--- config.mk ---
export PLATFORM = sky130hd
export DESIGN_NAME = dac714_serial_out
export DESIGN_NICKNAME = d
export VERILOG_FILES = /design/src/rtl/dac714_serial_out.sv
export SDC_FILE = /design/constraint.sdc
export NUM_CORES = 1
export LEC_CHECK = 0
export CORE_ASPECT_RATIO = 1.4
export CORE_MARGIN = 1.5
export CORE_UTILIZATION = 30
export CTS_CLUSTER_DIAMETER = 120
export DETAILED_ROUTE_END_ITERATION = 16
export DONT_BUFFER_PORTS = 1
export PLACE_DENSITY = 0.43
export SLEW_MARGIN = 0
export SYNTH_ARGS = -nofsm -noshare
export SYNTH_HDL_FRONTEND = slang
export SYNTH_SLANG_ARGS = --single-unit
--- constraint.sdc ---
create_clock -name clk -period 2 [get_ports clk]
set_input_delay 0.2 -clock clk [delete_from_list [all_inputs] [get_ports clk]]
set_output_delay 0.2 -clock clk [all_outputs]
set_load 0.03 [all_outputs]
--- src/rtl/dac714_serial_out.sv ---
// rtl/dac714_serial_out.sv - serialiser from ramp generator strobe/word to the DAC714 3-wire bus
//
// Purpose: edge-detects dac_strobe, captures dac_data and shifts it MSB-first
// on dac_sck/dac_sdi while dac_ncs is low, then pulses dac_nld and waits a gap
// before accepting the next frame.
// Optional feature macro: DAC714_PENDING_EN (one-word pending buffer).
//
// Ports:
//   clk          in   system clock, rising edge
//   nReset       in   synchronous reset, active low
//   dac_strobe   in   level from ramp generator, rising edge = new word
//   dac_data     in   signed word, sampled on the edge-detect cycle
//   dac_sck      out  serial clock, idle low
//   dac_sdi      out  serial data, MSB first, changes with sck falling
//   dac_ncs      out  frame select, low for the whole shift
//   dac_nld      out  DAC load, low pulse after the frame
//   busy         out  high from capture until the gap ends
//   xfer_done    out  one-clk pulse when dac_nld returns high
//   overrun_cnt  out  saturating count of strobes lost while busy
module dac714_serial_out #(
    parameter int DAC_WIDTH  = 16,
    parameter int CLK_DIV    = 4,
    parameter int LD_WIDTH   = 2,
    parameter int GAP_CYCLES = 4
) (
    input  logic                 clk,
    input  logic                 nReset,
    input  logic                 dac_strobe,
    input  logic [DAC_WIDTH-1:0] dac_data,
    output logic                 dac_sck,
    output logic                 dac_sdi,
    output logic                 dac_ncs,
    output logic                 dac_nld,
    output logic                 busy,
    output logic                 xfer_done,
    output logic [7:0]           overrun_cnt
);

    typedef enum logic [1:0] {S_IDLE, S_SHIFT, S_LOAD, S_GAP} state_t;

    localparam logic [15:0] DIV_LAST  = 16'(CLK_DIV - 1);
    localparam logic [15:0] HALF_LAST = 16'(2 * DAC_WIDTH - 1);
    localparam logic [15:0] LD_LAST   = 16'(LD_WIDTH - 1);
    localparam logic [15:0] GAP_LAST  = 16'(GAP_CYCLES - 1);

    state_t                 state_q, state_d;
    logic                   strb_q;
    logic                   strb_edge;
    logic                   lost_edge;
    logic [DAC_WIDTH-1:0]   shreg_q, shreg_d;
    logic [15:0]            cnt_q, cnt_d;     // divider in SHIFT, duration counter in LOAD/GAP
    logic [15:0]            half_q, half_d;   // SCK half-periods completed in this frame
    logic                   sck_d, ncs_d, nld_d, done_d;
    logic [7:0]             ovr_d;
    logic                   start;
    logic [DAC_WIDTH-1:0]   start_word;
`ifdef DAC714_PENDING_EN
    logic                   pend_valid_q, pend_valid_d;
    logic [DAC_WIDTH-1:0]   pend_q, pend_d;
`endif

    assign strb_edge = dac_strobe & ~strb_q;
    assign busy      = (state_q != S_IDLE);
    assign lost_edge = strb_edge & busy;
    // The shift register MSB is the bit on the wire; it only moves on sck falling.
    assign dac_sdi   = shreg_q[DAC_WIDTH-1];

    always_comb begin
        state_d    = state_q;
        shreg_d    = shreg_q;
        cnt_d      = cnt_q;
        half_d     = half_q;
        sck_d      = dac_sck;
        ncs_d      = dac_ncs;
        nld_d      = dac_nld;
        done_d     = 1'b0;
        ovr_d      = overrun_cnt;
        start      = 1'b0;
        start_word = dac_data;
`ifdef DAC714_PENDING_EN
        pend_valid_d = pend_valid_q;
        pend_d       = pend_q;
        // Newest word wins; only a word displaced from the buffer is lost.
        if (lost_edge) begin
            pend_d       = dac_data;
            pend_valid_d = 1'b1;
            if (pend_valid_q && overrun_cnt != 8'hFF)
                ovr_d = overrun_cnt + 8'd1;
        end
`else
        if (lost_edge && overrun_cnt != 8'hFF)
            ovr_d = overrun_cnt + 8'd1;
`endif

        case (state_q)
            S_IDLE: begin
                if (strb_edge)
                    start = 1'b1;
            end
            S_SHIFT: begin
                if (cnt_q == DIV_LAST) begin
                    cnt_d  = '0;
                    sck_d  = ~dac_sck;
                    half_d = half_q + 16'd1;
                    if (dac_sck) begin
                        if (half_q == HALF_LAST) begin
                            ncs_d   = 1'b1;
                            nld_d   = 1'b0;
                            half_d  = '0;
                            state_d = S_LOAD;
                        end else begin
                            shreg_d = {shreg_q[DAC_WIDTH-2:0], 1'b0};
                        end
                    end
                end else begin
                    cnt_d = cnt_q + 16'd1;
                end
            end
            S_LOAD: begin
                if (cnt_q == LD_LAST) begin
                    cnt_d   = '0;
                    nld_d   = 1'b1;
                    done_d  = 1'b1;
                    state_d = S_GAP;
                end else begin
                    cnt_d = cnt_q + 16'd1;
                end
            end
            S_GAP: begin
                if (cnt_q == GAP_LAST) begin
                    cnt_d   = '0;
                    state_d = S_IDLE;
`ifdef DAC714_PENDING_EN
                    // An edge on the last gap cycle is newer than the buffer.
                    if (pend_valid_q || strb_edge) begin
                        start        = 1'b1;
                        start_word   = strb_edge ? dac_data : pend_q;
                        pend_valid_d = 1'b0;
                    end
`endif
                end else begin
                    cnt_d = cnt_q + 16'd1;
                end
            end
            default: state_d = S_IDLE;
        endcase

        if (start) begin
            state_d = S_SHIFT;
            shreg_d = start_word;
            ncs_d   = 1'b0;
            sck_d   = 1'b0;
            cnt_d   = '0;
            half_d  = '0;
        end
    end

    always_ff @(posedge clk) begin
        if (!nReset) begin
            state_q     <= S_IDLE;
            strb_q      <= 1'b0;
            shreg_q     <= '0;
            cnt_q       <= '0;
            half_q      <= '0;
            dac_sck     <= 1'b0;
            dac_ncs     <= 1'b1;
            dac_nld     <= 1'b1;
            xfer_done   <= 1'b0;
            overrun_cnt <= '0;
`ifdef DAC714_PENDING_EN
            pend_valid_q <= 1'b0;
            pend_q       <= '0;
`endif
        end else begin
            state_q     <= state_d;
            strb_q      <= dac_strobe;
            shreg_q     <= shreg_d;
            cnt_q       <= cnt_d;
            half_q      <= half_d;
            dac_sck     <= sck_d;
            dac_ncs     <= ncs_d;
            dac_nld     <= nld_d;
            xfer_done   <= done_d;
            overrun_cnt <= ovr_d;
`ifdef DAC714_PENDING_EN
            pend_valid_q <= pend_valid_d;
            pend_q       <= pend_d;
`endif
        end
    end

endmodule
==> impl_metrics.json, run 1 <==
{
  "gp_routability_congestion": 0.756,
  "synth.yosys.warnings": 0,
  "wl_um": 7290,
  "grt_overflow": 0,
  "crit_path_largest_cell_delay_ns": 0.58,
  "tightestPinTransition_ns": 0.435,
  "crit_slowest_cell": "sky130_fd_sc_hd__or4_4",
  "remaining_drc_errors": 0,
  "timing.critical_path.arrival_ns": 2.22,
  "finalHoldViolCount": 0,
  "pwr_density_cell_mw_per_mm2": 985,
  "final.period_utilization_pct": 99.5,
  "root_buffer": "sky130_fd_sc_hd__clkbuf_16",
  "vdd_ir_drop_max_v": 0.000459,
  "power_frac_clock_pct": 36.7,
  "clock.fmax_mhz": 502,
  "first_global_vias": 2533,
  "grt_util_all_layers_pct": 14.0,
  "grt_setup_unrepaired": "true",
  "cp_cell_sequence": "or4_4, or4_4, a211oi_2, nor2_1, a211oi_1",
  "final_setup_violation_count": 0,
  "areaGrowthSynthToFinish_pct": 35.8,
  "avgViaCountPerCell": 4.90,
  "yosysSeqAreaShare_pct": 41.4,
  "synthMostInstantiatedCell": "sky130_fd_sc_hd__dfxtp_1",
  "total_clock_buffers_created_by_cts": 9,
  "timing.critical_path.fanout_max": 4,
  "psw_mw": 1.26,
  "hold_path.class": "primary input to flop",
  "clock_path_buffers": 2,
  "syn_inst": 349,
  "drv.max_cap_violation_count": 0,
  "drtAntennaViolNets": 0,
  "design.final.nets": 429,
  "first_iter_violations": 74,
  "p_int_mw": 2.81,
  "postLayoutSetupSlackWorst_ns": 0.00918,
  "cp_common_cell": "sky130_fd_sc_hd__or4_4",
  "startpoint_type": "flop",
  "routedWlPerCell_um": 13.5,
  "multi_input_area_mm2": 0.00186,
  "floorplan.die_area_mm2": 0.0108,
  "synth_top_cell_by_area": "sky130_fd_sc_hd__dfxtp_1",
  "syn_avg_cell_area_um2": 8.72,
  "required_ns": 2.23,
  "critical_path.reg2reg.startpoint": "half_q[10]",
  "fillerInstances": 1023,
  "die_width_um": 88.1,
  "post_synth_edffs": 0,
  "period_minus_slack_ns": 1.99,
  "maximum_number_of_pins_on_one_net_before_global_route_repair": 32,
  "core_mm2": 0.00990,
  "ys_types": 48,
  "dpl_cell_area_mm2": 0.00359,
  "cts_num_sinks": 63,
  "power.share.combinational_pct": 26.7,
  "synth_flop_cell": "sky130_fd_sc_hd__dfxtp_1",
  "drv_slew": 0,
  "maxSlewHeadroom_pct": 70.7,
  "synthesis.area_mm2": 0.00304,
  "cellLeakagePower_nw": 1.56,
  "path_class": "flop to flop",
  "start_util_pct": 30.8,
  "power_switching_share_pct": 30.9,
  "layout-drive-gt1-share_pct": 27.6,
  "holdCritStartpoint": "nReset",
  "post-place-ws_ns": -0.0637,
  "worst_clock_skew_ns": 0.00462,
  "final_area_mm2": 0.00413,
  "placed_wire_length_estimate_after_detailed_placement_um": 5150,
  "clk_transition_reported_paths_ns": 0.05,
  "vias": 2650,
  "die_h_um": 122,
  "number_of_search_and_repair_iterations_in_the_first_detailed_routing_pass": 4,
  "worstSkewPairLatency_ns": 0.33,
  "postSynthNetCount": 377,
  "register_bit_count_reported_by_yosys": 63,
  "crit_path_end_kind": "flop",
  "htreeDepth": 3,
  "grt_first_pass_wirelength_um": 11500,
  "boundaryPins": 33,
  "crit_start": "half_q[10]",
  "power.total_mw": 4.07,
  "placement.io_buffers": 0,
  "totalNegativeSetupSlack_ns": 0,
  "synth.top_cells.by_area": "sky130_fd_sc_hd__dfxtp_1 41%, sky130_fd_sc_hd__nor2_1 7.2%, sky130_fd_sc_hd__xor2_1 6.0%, sky130_fd_sc_hd__nand2_1 5.2%, sky130_fd_sc_hd__xnor2_1 4.9%",
  "tritoncts": "built",
  "placementRows": 43,
  "insertedDiodeCount": 0,
  "antenna_found_initial": 0,
  "outcome": "completed",
  "yosysTopAreaCellShare_pct": 41.4,
  "most_instantiated_cells_after_synthesis": "63 x sky130_fd_sc_hd__dfxtp_1, 58 x sky130_fd_sc_hd__nor2_1, 42 x sky130_fd_sc_hd__nand2_1",
  "fin_worst_hold_slack_ns": 0.0245,
  "sequential_share_of_power_pct": 36.6,
  "ff_latch_area_mm2": 0.00127,
  "synthArstFlopShare_pct": 0
}
[worst max-delay path: cells and delay by family (launching register included)]
| family | cells | cell delay (ns) |
|---|---|---|
| AO/OA/AOI/OAI | 2 | 0.40 |
| flip-flops | 1 | 0.31 |
| AND/OR/NAND/NOR | 3 | 1.18 |
[cell usage in the layout (no fill, tap or decap), types with 10 or more instances in the layout]
master and count:
sky130_fd_sc_hd__nor2_1 58, sky130_fd_sc_hd__dfxtp_1 56, sky130_fd_sc_hd__nand3_1 16, sky130_fd_sc_hd__xor2_1 21, sky130_fd_sc_hd__xnor2_1 17, sky130_fd_sc_hd__nand4_1 10, sky130_fd_sc_hd__nand2_1 42, sky130_fd_sc_hd__buf_4 49
sky130_fd_sc_hd__clkbuf_16 11, sky130_fd_sc_hd__a311oi_2 11
[worst paths after layout]
kind                endpoint  slack [ns]  cells after the start
setup / recovery  state_q[1]       0.009                      5
hold / removal    state_q[0]        0.02                      2
setup reg to reg  state_q[1]       0.009                      5
hold reg to reg   shreg_q[0]        0.47                      2
[registers in the layout, indices dropped and copies added, names as in the netlist]
register and cells:
cnt_q 16, dac_ncs 1, dac_nld 1, dac_sck 1, half_q 16, overrun_cnt 8
shreg_q 16, state_q 2, strb_q 1, xfer_done 1
[per-stage QoR]
stage	util (%)	cells
finish	41.7	541
detailed placement	36.2	518
CTS	39.5	536
floorplan	-	349
global placement	36.2	518
global route	41.7	541
[power groups by stage]
| stage | combinational [mW] | sequential (mW) | clock [mW] |
|---|---|---|---|
| CTS | 0.961 | 1.48 | 1.54 |
| global route | 1.20 | 1.50 | 1.59 |
| detailed placement | 0.945 | 1.51 | 0 |
| floorplan | 0.613 | 1.51 | 0 |
| global placement | 0.934 | 1.51 | 0 |
| finish | 1.09 | 1.49 | 1.49 |
[final cells by class]
type / count / share of cell area (%)
Clock buffer: 13 / 6.78
Clock inverter: 3 / 0.363
Sequential cell: 63 / 30.7
Inverter: 7 / 0.636
Timing Repair Buffer: 57 / 12.3
Multi-Input combinational cell: 263 / 45.1
Tap cell: 135 / 4.09
[cell families after synthesis]
| family | Yosys count | share of synthesized area, % |
|---|---|---|
| adder cells (fa/ha/maj) | 9 | 3.70 |
| flip-flops | 63 | 41.4 |
| multiplexers | 3 | 1.07 |
| buffers and inverters | 23 | 3.04 |
| AND/OR/NAND/NOR | 177 | 29.6 |
| AO/OA/AOI/OAI | 36 | 10.2 |
| XOR/XNOR | 38 | 10.9 |
[routing by layer]
layer	track usage, %	part of all wire, %	up-vias
li1	-	-	1341
met1	15.1	43	1258
met2	25.0	51	43
met3	4.07	4.6	8
met4	5.86	1.5	0
met5	0	0	-
[timing repair]
action                                 4_1_cts  5_1_grt
setup buffers                                0        3
pin swaps                                    3       13
resized for setup                            1       28
hold buffers                                 2        0
cloned                                       0        2
setup endpoints to repair                    3       27
endpoints found under the hold margin        4        0
No activity file was read; power rests on OpenSTA's default activity.
==> run 2, diff against run 1 <==
- CORE_MARGIN: 1.5 -> 2
==> impl_metrics.json, run 2 (synthesis results as in run 1) <==
{
  "outcome": "finished with violations",
  "failed_checks": "negative setup slack",
  "startpoint_type": "flop",
  "die_width_um": 89.1,
  "path_class": "flop to flop",
  "layout-drive-gt1-share_pct": 29.4,
  "final.period_utilization_pct": 102,
  "ff_latch_area_mm2": 0.00127,
  "cp_cell_sequence": "or4b_4, or4_4, o21ai_4, a311oi_2, a41oi_1",
  "grt_overflow": 0,
  "largest_registers": "cnt_q: 16 flops, half_q: 16 flops, shreg_q: 16 flops",
  "die_h_um": 123,
  "first_iter_violations": 67,
  "clock_path_buffers": 2,
  "totalNegativeSetupSlack_ns": -0.154,
  "root_buffer": "sky130_fd_sc_hd__clkbuf_16",
  "required_ns": 2.24,
  "vias": 2701,
  "design.final.nets": 430,
  "number_of_search_and_repair_iterations_in_the_first_detailed_routing_pass": 4,
  "grt_util_all_layers_pct": 14.4,
  "clock.fmax_mhz": 488,
  "insertedDiodeCount": 0,
  "fillerInstances": 1029,
  "placed_wire_length_estimate_after_detailed_placement_um": 5190,
  "timing.critical_path.arrival_ns": 2.29,
  "worstSkewPairLatency_ns": 0.33,
  "cts_num_sinks": 63,
  "hold_path.class": "primary input to flop",
  "timing.critical_path.fanout_max": 4,
  "floorplan.die_area_mm2": 0.0110,
  "routedWlPerCell_um": 14.1,
  "final_setup_violation_count": 8,
  "drv.max_cap_violation_count": 0,
  "pwr_density_cell_mw_per_mm2": 979,
  "postLayoutSetupSlackWorst_ns": -0.0488,
  "maximum_number_of_pins_on_one_net_before_global_route_repair": 32,
  "crit_path_largest_cell_delay_ns": 0.59,
  "areaGrowthSynthToFinish_pct": 36.7,
  "total_clock_buffers_created_by_cts": 9,
  "core_mm2": 0.00990,
  "drtAntennaViolNets": 0,
  "start_util_pct": 30.8,
  "worstRegToRegCells": 5,
  "finalHoldViolCount": 0,
  "gp_routability_congestion": 0.764,
  "postLayoutCoreUtil_pct": 42.1,
  "grt_setup_unrepaired": "true",
  "boundaryPins": 33,
  "power.total_mw": 4.07,
  "placement.io_buffers": 0,
  "multi_input_area_mm2": 0.00191,
  "placementRows": 43,
  "layout_commonest_cell": "sky130_fd_sc_hd__nor2_1",
  "timing.hold.worst_path_depth": 2,
  "vdd_ir_drop_max_v": 0.000364,
  "final_cell_mix": "54 x sky130_fd_sc_hd__nor2_1, 53 x sky130_fd_sc_hd__dfxtp_1, 49 x sky130_fd_sc_hd__buf_4",
  "crit_slowest_cell": "sky130_fd_sc_hd__or4_4",
  "worst_clock_skew_ns": 0.00639,
  "cellLeakagePower_nw": 1.55,
  "period_minus_slack_ns": 2.05,
  "htreeDepth": 3,
  "crit_path_end_kind": "flop",
  "first_global_vias": 2683,
  "dpl_cell_area_mm2": 0.00358,
  "wl_um": 7600,
  "clk_transition_reported_paths_ns": 0.05,
  "post-place-ws_ns": -0.0359,
  "tritoncts": "built",
  "grt_first_pass_wirelength_um": 12200,
  "avgViaCountPerCell": 5.00,
  "drv_slew": 0,
  "maxSlewHeadroom_pct": 67.8,
  "remaining_drc_errors": 0,
  "tightestPinTransition_ns": 0.478,
  "final_area_mm2": 0.00416,
  "antenna_found_initial": 0
}
-- run 2: cell count changes in the layout (fill, tap and decap cells not counted), sizes merged --
cell,before,now
clkinv,3,1
buf,53,54
-- run 2: power by group --
group / total (mW) / switching [mW] / leakage [nW] / internal [mW]
Clock: 1.41 / 0.525 / 0.132 / 0.890
Combinational: 1.17 / 0.649 / 0.906 / 0.517
Sequential: 1.49 / 0.112 / 0.516 / 1.38
-- run 2: cell type report --
class	count	area share, %
Clock inverter	1	0.120
Multi-Input combinational cell	263	45.8
Tap cell	135	4.06
Clock buffer	13	6.25
Sequential cell	63	30.6
Inverter	7	0.631
Timing Repair Buffer	58	12.5
-- run 2: path summary, 6_finish.rpt --
| check | startpoint | slack, ns | end |
|---|---|---|---|
| worst min register to register | half_q[1] | 0.46 | half_q[1] |
| worst min-delay path | dac_data[0] | 0.01 | shreg_q[0] |
| worst max register to register | half_q[13] | -0.05 | dac_nld |
| worst max-delay path | half_q[13] | -0.05 | dac_nld |
-- run 2: repair_timing --
action,in CTS,in global routing
hold buffers,2,0
gates resized for setup,4,38
endpoints found under the setup margin,3,26
pin swaps,3,12
gates cloned,0,3
buffers inserted,1,3
endpoints found under the hold margin,4,0
-- run 2: layer usage --
metal / global-route usage [%] / routed length (µm)
met2: 24.8 / 3950
met5: 0 / 0
met1: 15.9 / 3070
met3: 3.07 / 320
met4: 8.40 / 259
-- run 2: per-stage QoR --
step,hold slack (ns),cells
floorplan,0.322,349
CTS,0.00592,534
global route,0.0312,540
finish,0.0104,540
detailed placement,0.285,517
global placement,0.281,517
-- run 2: worst max-delay path: cells and delay by family, from the launching register on --
| family | cells | cell delay (ns) |
|---|---|---|
| simple gates | 2 | 1.12 |
| flops | 1 | 0.32 |
| compound gates | 3 | 0.52 |
